<file path="config.mk">
export PLATFORM = sky130hd
export DESIGN_NAME = ibex_bloom_unit
export DESIGN_NICKNAME = d
export VERILOG_FILES = /design/src/rtl/ibex_bloom_unit.sv
export SDC_FILE = /design/constraint.sdc
export NUM_CORES = 2
export LEC_CHECK = 0
export ABC_AREA = 1
export CAP_MARGIN = 20
export CELL_PAD_IN_SITES_DETAIL_PLACEMENT = 1
export CELL_PAD_IN_SITES_GLOBAL_PLACEMENT = 2
export CORE_MARGIN = 2
export CORE_UTILIZATION = 43
export CTS_CLUSTER_SIZE = 24
export DETAILED_ROUTE_END_ITERATION = 6
export PLACE_DENSITY = 0.83
export SYNTH_ARGS = -nofsm -noshare
export SYNTH_HDL_FRONTEND = slang
export SYNTH_SLANG_ARGS = --single-unit
</file>
<file path="constraint.sdc">
create_clock -name clk_i -period 5.1 [get_ports clk_i]
set_input_delay 1.02 -clock clk_i [delete_from_list [all_inputs] [get_ports clk_i]]
set_output_delay 1.02 -clock clk_i [all_outputs]
set_load 0.05 [all_outputs]
</file>
<file path="src/rtl/ibex_bloom_unit.sv">
// Bloom-filter coprocessor for the EX stage: INSERT/CHECK probe a
// 32x32-bit array, CLEAR sweeps it, COUNT returns the insert count.
// Ports: clk_i, rst_i (sync, active-high); custom_en_i/custom_op_i,
// custom_rs1_i/custom_rs2_i in; custom_ready_o, custom_valid_o,
// custom_result_o, custom_err_o out.
module ibex_bloom_unit #(
  parameter int unsigned NumHashes = 3,
  parameter int unsigned NumWords  = 32
) (
  input  logic        clk_i,
  input  logic        rst_i,
  input  logic        custom_en_i,
  input  logic [4:0]  custom_op_i,
  input  logic [31:0] custom_rs1_i,
  input  logic [31:0] custom_rs2_i,
  output logic        custom_ready_o,
  output logic        custom_valid_o,
  output logic [31:0] custom_result_o,
  output logic        custom_err_o
);

  localparam int unsigned AW =
    (NumWords > 1) ? $clog2(NumWords) : 1;
  localparam int unsigned SW = (AW > 2) ? AW : 2;

  localparam logic [4:0] OpInsert = 5'd1;
  localparam logic [4:0] OpCheck  = 5'd2;
  localparam logic [4:0] OpClear  = 5'd3;
  localparam logic [4:0] OpCount  = 5'd4;

  typedef enum logic [1:0] {
    S_IDLE,
    S_PROBE,
    S_SWEEP,
    S_RESP
  } state_e;

  state_e r_state;
  state_e w_next;

  logic [4:0]    r_op;
  logic [31:0]   r_key;
  logic [SW-1:0] r_step;
  logic          r_hit;
  logic [31:0]   r_count;
  logic [31:0]   r_mem [NumWords];

  logic [31:0] w_seed;
  logic [31:0] w_x;
  logic [9:0]  w_idx;
  logic [4:0]  w_word;
  logic [4:0]  w_bit;
  logic        w_probe_last;
  logic        w_sweep_last;
  logic        w_r_legal;

  // r_step doubles as the probe number (PROBE) and word address (SWEEP)
  always_comb begin
    w_seed = 32'h0;
    unique case (r_step[1:0])
      2'd0: w_seed = 32'h9E3779B9;
      2'd1: w_seed = 32'h85EBCA6B;
      2'd2: w_seed = 32'hC2B2AE35;
      2'd3: w_seed = 32'h27D4EB2F;
    endcase
  end

  assign w_x   = r_key ^ w_seed;
  assign w_idx = w_x[9:0] ^ w_x[19:10] ^ w_x[29:20]
               ^ {8'b0, w_x[31:30]};
  assign w_word = w_idx[9:5];
  assign w_bit  = w_idx[4:0];

  assign w_probe_last = (r_step == SW'(NumHashes - 1));
  assign w_sweep_last = (r_step == SW'(NumWords - 1));
  assign w_r_legal    = (r_op >= OpInsert) && (r_op <= OpCount);

  always_ff @(posedge clk_i) begin
    if (rst_i) r_state <= S_IDLE;
    else       r_state <= w_next;
  end

  always_comb begin
    w_next = r_state;
    unique case (r_state)
      S_IDLE: begin
        if (custom_en_i) begin
          unique case (1'b1)
            (custom_op_i == OpInsert),
            (custom_op_i == OpCheck):  w_next = S_PROBE;
            (custom_op_i == OpClear):  w_next = S_SWEEP;
            default:                   w_next = S_RESP;
          endcase
        end
      end
      S_PROBE: if (w_probe_last) w_next = S_RESP;
      S_SWEEP: if (w_sweep_last) w_next = S_RESP;
      S_RESP:  w_next = S_IDLE;
      default: w_next = S_IDLE;
    endcase
  end

  always_ff @(posedge clk_i) begin
    if (rst_i) begin
      r_op    <= '0;
      r_key   <= '0;
      r_step  <= '0;
      r_hit   <= 1'b0;
      r_count <= '0;
      for (int i = 0; i < NumWords; i++) begin
        r_mem[i] <= '0;
      end
    end else begin
      unique case (r_state)
        S_IDLE: begin
          if (custom_en_i) begin
            r_op   <= custom_op_i;
            r_key  <= custom_rs1_i ^ custom_rs2_i;
            r_step <= '0;
            r_hit  <= 1'b1;
            if (custom_op_i == OpInsert && r_count != '1)
              r_count <= r_count + 32'd1;
          end
        end
        S_PROBE: begin
          r_step <= r_step + 1'b1;
          if (r_op == OpInsert)
            r_mem[w_word][w_bit] <= 1'b1;
          else
            r_hit <= r_hit & r_mem[w_word][w_bit];
        end
        S_SWEEP: begin
          r_step <= r_step + 1'b1;
          r_mem[r_step[AW-1:0]] <= '0;
          r_count <= '0;
        end
        default: ;
      endcase
    end
  end

  assign custom_ready_o = (r_state == S_IDLE);
  assign custom_valid_o = (r_state == S_RESP);
  assign custom_err_o   = custom_valid_o & ~w_r_legal;

  always_comb begin
    custom_result_o = '0;
    if (custom_valid_o) begin
      unique case (1'b1)
        (r_op == OpCheck): custom_result_o = {31'b0, r_hit};
        (r_op == OpCount): custom_result_o = r_count;
        default:           custom_result_o = '0;
      endcase
    end
  end

endmodule
</file>
==> impl_results.md <==
* Status: finished, violations left
* Failing checks: max-slew violations
* Detailed-route DRC error count at 0
* Die area at 152000 µm²
* Fin Hold WS at 0.4767 ns
* Via count at ~57000
* Synthesized net count at 7645
* Simple-gate portion of the synthesized area at 26.31%
* Post-synth top area cell: edfxtp_1
* CTS Buf Count at between 100 and 150
* Diodes inserted at 0
* GPL Wtd Cong at around 0.86
* Final setup vio count at 0
* Most common cell on crit path: nand3_1
* Cell family with the largest share of critical-path delay: simple AND/OR/NAND/NOR gates
* Final Max Tran Viols at 53
* Final min period at 4.549 ns
* Number of rows in the core area at 141
* Cell Area, Synth at 64030 µm²
* Number of setup buffers added after CTS at 0
* Tightest Pin Transition at 1.527 ns
* Endpoint arrival time on the critical path at 5.25 ns
* Hold buffer count at cts at 0
* Wire length of the first global-routing pass at 378.6 mm
* Cells traversed along the worst timing path: inv_1, ha_1, buf_4, inv_2, nand2_1, inv_1, nand3_1, nand3_1, nand2_4, buf_12, buf_4, nand3_1, nand3_1, nand3_1, nand3_1, nand3_1, nand2_1, nor2_1, nand2_1, nand3_1, nand2_1, o21ai_1, nand2_1, a21oi_1
* Number of buffers inserted by port buffering at 106
* Crit-path max FO at 37
* Main combinational cell family by area after synthesis: simple AND/OR/NAND/NOR gates
* Vias in the first global route at 57590
* Buffering stage count on the worst path with inverters included at 6
* Startpoint-to-endpoint class of the critical path: reg2reg
* Worst-case headroom to the max-slew limit at -1.791%
* Max clock buf depth at 3
* Via density per instance at around 6.2
* Number of violations reported at the end of detailed-routing iteration 0 at 7202
* Average cell area after synthesis at roughly 8.5 µm²
* Number of fillers in the final layout at roughly 17000
* Starting utilization of the core area at 43.31%
* Die height at 389.9 µm
* Clock tree from TritonCTS: built
* Xor and xnor area share after synthesis at 1.030%
* Required time of the worst setup path at 5.80 ns
* Share of the synthesized area in compound gates (AO/OA/AOI/OAI) at 9.949%
* Top cells by area in the synthesized netlist: edfxtp_1, nand3_1, nand2_1
* Warnings from Yosys at 0
* Placed wire-length estimate after detailed placement at about 140 mm
* Proportion of synthesized area in mux cells at 0%
* Crit-path max cell delay at a little under 0.4 ns
* Wire per inst at 27.74 µm
* Min-delay worst type: reg2reg
* Yosys reg bits at 1101
* Kind of capture point of the worst setup path: register
* Relative area change from synthesis to final layout at 10.17%
* Maximum number of pins on one net before global-route repair at roughly 280
* CTS sink count at 1101
* Setup repair after global routing missed its margin: no
* Number of violations of the max-capacitance limit at 0
* Fin crit share at just under 90%
* Sequential fraction of the synthesis area at 50.43%
* Adder-cell share of the synthesized area at 0.2150%
* Std-Cell Core Area at 147800 µm²
* Count of endpoints failing hold in the final timing report at 0
* Buffer type at the clock tree root: clkbuf_16
* Number of search-and-repair iterations in the first detailed-routing pass at 6
* Reg clk slew, reported paths at 0.06 ns
* H-Tree Depth at 4
* Post-route clock skew at 0.02112 ns
* Yosys top cell area share at between 40 and 50%
* Slowest stage cell, crit path: dfxtp_1
* Antenna violations before repair at 9
* Fmax at about 0.22 GHz
* Total number of nets in the final design at 7295
* Number of distinct library cells after synthesis at 48
* Wire length reported by the detailed router at 256.5 mm
* Fraction of layout cells with a size suffix above 1 at 11.58%
* Post-route antenna net violation count at 0
* Overall overflow remaining after global route at 0
* Synth Instances at ~7600
* Global-route usage over all layers at 33.41%
* Critical path startpoint category: register
* Post-cts sizing count at 0
* I/O pin count at around 110
* Die outline width at 389.9 µm
* Clk Latency, worst-skew pair at 0.77 ns
* Setup Total Neg Slack at 0 ns
layout by cell type (no fill, tap or decap), types with 89 or more instances in the layout:
| cell type | synthesis | layout |
|---|---|---|
| nand2_1 | 1139 | 1137 |
| inv_1 | 846 | 844 |
| nor3_2 | 205 | 205 |
| clkdlybuf4s50_1 | 0 | 106 |
| clkbuf_16 | 0 | 143 |
| o21ai_1 | 617 | 617 |
| nor2_1 | 89 | 89 |
| inv_2 | 90 | 89 |
| nand3_1 | 1777 | 1777 |
| nor3_1 | 97 | 97 |
| edfxtp_1 | 1024 | 1024 |
| o21ai_0 | 466 | 466 |
| buf_4 | 79 | 181 |
cells in the mapped netlist, drive strengths merged:
library cell / number
nor3: 302
o21a: 1
nand2: 1154
nand3b: 1
clkbuf: 353
o21ai: 1118
dfxtp: 77
a21oi: 71
xnor2: 51
edfxtp: 1024
inv: 942
and2: 1
clkinv: 2
nor3b: 2
ha: 11
nand4: 7
nand3: 1778
and3: 3
or2: 3
nor4: 2
or3: 1
buf: 499
a211oi: 6
a221oi: 2
xor2: 17
nor2: 134
through the flow:
stage	setup WS, ns	std cells	utilization [%]	cell area [µm²]
5_1_grt	0.3772	9247	47.71	70540
3_5_place_dp	0.5548	9004	44.89	66360
4_1_cts	0.6735	9247	47.71	70540
6_report	0.5514	9247	47.71	70540
3_3_place_gp	0.6864	9004	44.89	66360
2_1_floorplan	1.733	7562	-	64030
worst paths after layout:
path         depth (start not counted)  slack, ns                   end                   start
min                                  2       0.48  r_op[2]$_SDFFE_PP0P_    r_op[2]$_SDFFE_PP0P_
max reg2reg                         24       0.55    r_hit$_SDFFE_PP0P_  r_step[1]$_SDFFE_PP0P_
min reg2reg                          2       0.48  r_op[2]$_SDFFE_PP0P_    r_op[2]$_SDFFE_PP0P_
max                                 24       0.55    r_hit$_SDFFE_PP0P_  r_step[1]$_SDFFE_PP0P_
worst min-delay path, delay by kind of cell (launching register included):
kind / cells / cell delay [ns]
buffers and inverters: 1 / 0.07
AO/OA/AOI/OAI: 1 / 0.06
flip-flops: 1 / 0.31
kinds of logic after synthesis:
group           Yosys count
compound gates         1198
xor+xnor                 68
flops                  1101
fa+ha+maj                11
simple gates           3388
buf+inv                1796
state kept, by name, summed over array words and instances, names as in the netlist:
name / cells
r_key: 32
r_mem: 1024
r_count: 32
r_step: 5
r_op: 5
r_hit: 1
r_state: 2
layer usage:
layer	vias to the layer above	routed length (µm)	track usage, %
met5	-	15	0
met4	2	11900	14.49
met3	594	24710	5.347
met2	2895	117200	52.91
met1	28700	102700	45.35
li1	24780	-	-
cell type report:
| class | count | area [µm²] | share of cell area [%] |
|---|---|---|---|
| Inverter | 944 | 3582 | 5.078 |
| Clock buffer | 188 | 3747 | 5.313 |
| Multi-Input combinational cell | 4665 | 24110 | 34.18 |
| Tap cell | 1930 | 2415 | 3.423 |
| Timing Repair Buffer | 364 | 3961 | 5.616 |
| Sequential cell | 1101 | 32290 | 45.78 |
| Clock inverter | 55 | 430.4 | 0.6102 |
Power is not shown: default switching activity piles up to over one toggle a cycle in this logic, so the estimate is an artifact.
